--- src/rtl/div_arbiter.sv ---
// div_arbiter: round-robin front end that shares one multi-cycle divider
// among N_REQ requesters.
//
// A grant captures the winner's operands into div_dividend/div_divisor and
// starts the divider by raising div_en, which stays high until the divider
// reports div_done. A zero divisor is answered at the grant edge without
// starting the divider: quotient = all ones, remainder = dividend.
//
// Ports
//   clk, rst_n                   clock, asynchronous active-low reset
//   req[N_REQ]                   level requests, one per requester
//   dividend_in, divisor_in      packed operands, requester k at [k*DATA_W +: DATA_W]
//   grant[N_REQ]                 one-hot, one-cycle pulse when a request is taken
//   resp_valid                   one-cycle pulse, result fields valid
//   resp_id                      requester owning the current result
//   quotient, remainder          result, held until the next resp_valid
//   div_zero                     with resp_valid, the divisor was 0
//   busy                         a divider operation is in flight
//   div_en                       divider enable, high for the whole operation
//   div_dividend, div_divisor    registered divider operands
//   div_done                     divider completion, honoured only while div_en is high
//   div_quotient, div_remainder  divider results
module div_arbiter #(
  parameter int DATA_W = 32,
  parameter int N_REQ  = 4
) (
  input  logic                       clk,
  input  logic                       rst_n,
  input  logic [N_REQ-1:0]           req,
  input  logic [N_REQ*DATA_W-1:0]    dividend_in,
  input  logic [N_REQ*DATA_W-1:0]    divisor_in,
  output logic [N_REQ-1:0]           grant,
  output logic                       resp_valid,
  output logic [$clog2(N_REQ)-1:0]   resp_id,
  output logic [DATA_W-1:0]          quotient,
  output logic [DATA_W-1:0]          remainder,
  output logic                       div_zero,
  output logic                       busy,
  output logic                       div_en,
  output logic [DATA_W-1:0]          div_dividend,
  output logic [DATA_W-1:0]          div_divisor,
  input  logic                       div_done,
  input  logic [DATA_W-1:0]          div_quotient,
  input  logic [DATA_W-1:0]          div_remainder
);

  localparam int ID_W = $clog2(N_REQ);

  typedef enum logic {
    IDLE = 1'b0,
    RUN  = 1'b1
  } state_e;

  state_e              state_q, state_d;
  logic [ID_W-1:0]     last_q, last_d;
  logic [N_REQ-1:0]    grant_q, grant_d;
  logic                resp_valid_q, resp_valid_d;
  logic                div_zero_q, div_zero_d;
  logic [ID_W-1:0]     resp_id_q, resp_id_d;
  logic [DATA_W-1:0]   quotient_q, quotient_d;
  logic [DATA_W-1:0]   remainder_q, remainder_d;
  logic [DATA_W-1:0]   div_dividend_q, div_dividend_d;
  logic [DATA_W-1:0]   div_divisor_q, div_divisor_d;

  // Round-robin pick: scan from last_q+1 upward (wrapping) and keep the
  // first requester found.
  logic                win_found;
  logic [ID_W-1:0]     win_idx;
  logic [ID_W-1:0]     cand_idx;
  logic [DATA_W-1:0]   win_dividend;
  logic [DATA_W-1:0]   win_divisor;

  always_comb begin
    // NOTE: every signal driven here gets a default before any branch, so
    // no path can leave it unassigned and infer a latch.
    win_found = 1'b0;
    win_idx   = '0;
    cand_idx  = '0;
    for (int i = 1; i <= N_REQ; i++) begin
      cand_idx = ID_W'((int'(last_q) + i) % N_REQ);
      if (!win_found && req[cand_idx]) begin
        win_found = 1'b1;
        win_idx   = cand_idx;
      end
    end
  end

  assign win_dividend = dividend_in[win_idx*DATA_W +: DATA_W];
  assign win_divisor  = divisor_in[win_idx*DATA_W +: DATA_W];

  always_comb begin
    state_d        = state_q;
    last_d         = last_q;
    grant_d        = '0;
    resp_valid_d   = 1'b0;
    div_zero_d     = 1'b0;
    resp_id_d      = resp_id_q;
    quotient_d     = quotient_q;
    remainder_d    = remainder_q;
    div_dividend_d = div_dividend_q;
    div_divisor_d  = div_divisor_q;

    case (state_q)
      IDLE: begin
        // div_done is deliberately ignored here; IDLE is also the one-cycle
        // gap with div_en low that lets the divider re-arm.
        if (win_found) begin
          grant_d        = N_REQ'(1) << win_idx;
          last_d         = win_idx;
          resp_id_d      = win_idx;
          div_dividend_d = win_dividend;
          div_divisor_d  = win_divisor;
          if (win_divisor != '0) begin
            state_d = RUN;
          end else begin
            // Answer immediately; the divider is never started.
            resp_valid_d = 1'b1;
            div_zero_d   = 1'b1;
            quotient_d   = '1;
            remainder_d  = win_dividend;
          end
        end
      end
      RUN: begin
        // req is not looked at while the divider is busy.
        if (div_done) begin
          state_d      = IDLE;
          resp_valid_d = 1'b1;
          quotient_d   = div_quotient;
          remainder_d  = div_remainder;
        end
      end
      default: state_d = IDLE;
    endcase
  end

  always_ff @(posedge clk or negedge rst_n) begin
    if (!rst_n) begin
      state_q        <= IDLE;
      last_q         <= ID_W'(N_REQ - 1);
      grant_q        <= '0;
      resp_valid_q   <= 1'b0;
      div_zero_q     <= 1'b0;
      resp_id_q      <= '0;
      quotient_q     <= '0;
      remainder_q    <= '0;
      div_dividend_q <= '0;
      div_divisor_q  <= '0;
    end else begin
      // NOTE: non-blocking assignments so every flop samples the values of
      // the previous cycle, independent of statement order.
      state_q        <= state_d;
      last_q         <= last_d;
      grant_q        <= grant_d;
      resp_valid_q   <= resp_valid_d;
      div_zero_q     <= div_zero_d;
      resp_id_q      <= resp_id_d;
      quotient_q     <= quotient_d;
      remainder_q    <= remainder_d;
      div_dividend_q <= div_dividend_d;
      div_divisor_q  <= div_divisor_d;
    end
  end

  // div_en and busy both mean "in RUN"; decoding them from the state flop
  // makes them drop the moment reset is asserted, with no clock edge.
  assign div_en       = (state_q == RUN);
  assign busy         = div_en;
  assign grant        = grant_q;
  assign resp_valid   = resp_valid_q;
  assign div_zero     = div_zero_q;
  assign resp_id      = resp_id_q;
  assign quotient     = quotient_q;
  assign remainder    = remainder_q;
  assign div_dividend = div_dividend_q;
  assign div_divisor  = div_divisor_q;

endmodule

--- config.mk ---
export PLATFORM = sky130hd
export DESIGN_NAME = div_arbiter
export DESIGN_NICKNAME = d
export VERILOG_FILES = /design/src/rtl/div_arbiter.sv
export SDC_FILE = /design/constraint.sdc
export NUM_CORES = 1
export LEC_CHECK = 0
export ABC_AREA = 1
export CORE_AREA = 2 2 179 181
export CTS_CLUSTER_SIZE = 16
export DETAILED_ROUTE_END_ITERATION = 10
export DIE_AREA = 0 0 181 183
export GPL_ROUTABILITY_DRIVEN = 0
export MAX_ROUTING_LAYER = met4
export PLACE_DENSITY = 0.67
export SYNTH_ARGS = -nofsm -noshare
export SYNTH_HDL_FRONTEND = slang
export SYNTH_SLANG_ARGS = --single-unit
--- constraint.sdc ---
create_clock -name clk -period 7.4 [get_ports clk]
set_input_delay 1.11 -clock clk [delete_from_list [all_inputs] [get_ports clk]]
set_output_delay 1.11 -clock clk [all_outputs]
set_load 0.01 [all_outputs]
==> results.yml <==
global_route:
  grt_pass1_wl_um: 53160
  antenna_found_initial: 3
  grt_start_max_net_pins: 85
  grt_pass1_vias: 9214
  grt.overflow.total: 0
  grt.total_usage_pct: 21.31
final_layout:
  final_area_um2: 13480
  final_cell_mix: "463 x clkdlybuf4s50_1, 386 x nand2_1, 193 x nand3_1, 163 x o21ai_0, 136 x dfrtp_1"
  nFillCells: 3193
  multi_input_area_um2: 4128
  area_growth_pct: 66.47
  drive_gt1_share_pct: 6.150
  layout.nets: 1875
  fin_cells: 1965
  ff_latch_area_um2: 3482
  final_common_cell: "clkdlybuf4s50_1"
clocking:
  cts_made_buffers: 17
  root_buffer: "clkbuf_16"
  holdBufCountCts: 0
  h-tree-depth: 4
  clkTransAtPathRegs_ns: 0.07
  cts.sinks: 139
  cts_setup_buffers: 0
  ctsResizeCount: 0
  cts_buffer_depth: 2
  clk_latency_ns: 0.41
  cts_tree: "built"
timing:
  period_share_pct: 68.24
  min_period_ns: 5.049
  setup_viol: 0
  worstMarginPinSlew_ns: 1.081
  tns_ns: 0
  fmaxAchievable_ghz: 0.1980
  drv_slew: 0
  skew_ns: 0.01140
  rsz0062_at_grt: "no"
  hold_viol: 0
  slew_headroom_pct: 27.88
  holdWs_ns: 0.4827
synthesis:
  yosysSeqAreaShare_pct: 42.97
  syn_avg_cell_area_um2: 7.068
  postSynthCellCount: 1146
  synth_nets: 1473
  synth.distinct_cells: 21
  synth_seq_cells: 139
  synth_area_um2: 8100
  yosysWarnings: 0
drt:
  initialDrtViolationCount: 522
  routed_wl_um: 35340
  drc_errors: 0
  vias_per_cell: 4.825
  drtPass1Iterations: 5
  vias: 9481
  routedWlPerCell_um: 17.98
  postRouteAntennaNets: 0
worst_setup_path:
  cpMostUsedCell: "nand2_1"
  setup.worst_path.end_class: "flip-flop"
  path_cells: "clkdlybuf4s50_1, nand2_1, nand2_1, nand2_2, nand2_2, nor3_1, nand2_1, nand2_2, inv_2, nand3_1, nand2_1, nand2_1, nor2_1, nand2_1, nor2_1, nand3_4, nand2_2, buf_4, nand2_1, nand2_1"
  critical_path_arrival_ns: 5.40
  critical_path.max_fanout: 43
  slowest_delay_ns: 0.72
  worstPathRequired_ns: 7.75
  cp-start-kind: "primary input"
  worst-setup-path-type: "in2reg"
  cp_slowest_cell: "inv_2"
place:
  numPortBuffers: 464
  placed_area_um2: 12900
  dp_cells: 1931
  dp_hpwl_um: 26250
floorplan:
  dieHeight_um: 183
  dieArea_um2: 33120
  io_pins: 465
  start_util_pct: 25.94
  core-area_um2: 31230
  rows: 65
  die-width_um: 181
min_path:
  hp-class: "reg2reg"
power:
  p_per_area_nw_per_um2: 523.3
  peakVddDrop_uv: 384.2
  power.leakage_nw: 5.913
status:
  run_status: "finished, final reports clean"
flow_run:
  drv_cap: 0
report_power, final:
part	total [mW]	internal [mW]	switching [mW]
Clock	0.839	0.448	0.391
Sequential	1.38	1.16	0.219
Combinational	4.84	1.83	3.01
Total	7.06	3.44	3.62
layer usage:
| metal | vias to the layer above | wire (um) | global-route usage, % |
|---|---|---|---|
| met3 | 48 | 2684 | 4.984 |
| met2 | 431 | 17150 | 36.38 |
| met4 | 0 | 1119 | 7.675 |
| met1 | 4402 | 14390 | 24.59 |
| met5 | - | 0 | - |
| li1 | 4600 | - | - |
cells in the mapped netlist:
| cell type | number | area [um2] |
|---|---|---|
| a21oi_1 | 2 | 10.01 |
| buf_1 | 4 | 15.01 |
| buf_2 | 26 | 130.1 |
| buf_4 | 2 | 15.01 |
| buf_6 | 11 | 123.9 |
| clkbuf_1 | 50 | 187.7 |
| dfrtp_1 | 137 | 3428 |
| dfstp_2 | 2 | 52.55 |
| inv_1 | 8 | 30.03 |
| inv_2 | 5 | 18.77 |
| inv_4 | 1 | 6.260 |
| nand2_1 | 390 | 1464 |
| nand2_2 | 3 | 18.77 |
| nand3_1 | 194 | 970.9 |
| nand3_2 | 2 | 20.02 |
| nand4_1 | 1 | 6.260 |
| nor2_1 | 79 | 296.5 |
| nor3_1 | 2 | 10.01 |
| o21ai_0 | 163 | 815.8 |
| o22a_1 | 32 | 280.3 |
| or2_2 | 32 | 200.2 |
cell families (layout without fill, tap and decap cells):
family,Yosys count,after routing,share of synthesized area [%]
flip-flops,139,139,42.97
other,0,2,0
buffers and inverters,107,522,6.503
AO/OA/AOI/OAI,197,197,13.65
AND/OR/NAND/NOR,703,703,36.87
flip-flops by register name, indices dropped and copies added (netlist names):
signal	cells
resp_valid	1
grant	4
remainder	32
last_q	2
resp_id	2
quotient	32
div_divisor	32
busy	1
div_zero	1
div_dividend	32
through the flow:
step                power [mW]  util (%)  worst slack [ns]
floorplan                4.362         -             4.336
global placement         6.178     41.32             1.980
detailed placement       6.259     41.32             1.868
CTS                      7.141     43.16             2.309
global route             7.713     43.18             1.929
finish                   7.056     43.18             2.351
path summary, 6_finish.rpt:
check | slack (ns) | cells after the start | from | endpoint
max in group asynchronous | 5.34 | 2 | rst_n | busy
worst min-delay path | 0.48 | 2 | resp_id[1] | resp_id[1]
worst max-delay path | 2.35 | 20 | req[0] | quotient[7]
worst max register to register | 2.78 | 20 | last_q[0] | quotient[7]
worst min register to register | 0.48 | 2 | resp_id[1] | resp_id[1]
min in group asynchronous | 0.70 | 1 | rst_n | div_dividend[24]
layout make-up:
class | instances | area share, %
Sequential cell | 139 | 25.82
Tap cell | 402 | 3.730
Multi-Input combinational cell | 900 | 30.61
Clock buffer | 17 | 3.155
Clock inverter | 15 | 1.113
Inverter | 14 | 0.4083
Antenna cell | 2 | 0.03712
Timing Repair Buffer | 476 | 35.12
worst max-delay path, delay by kind of cell:
family                 cells  cell delay (ns)
and+or+nand+nor           17             2.54
buffers and inverters      3             1.68
Note: power is estimated with default switching activity, not from simulation.
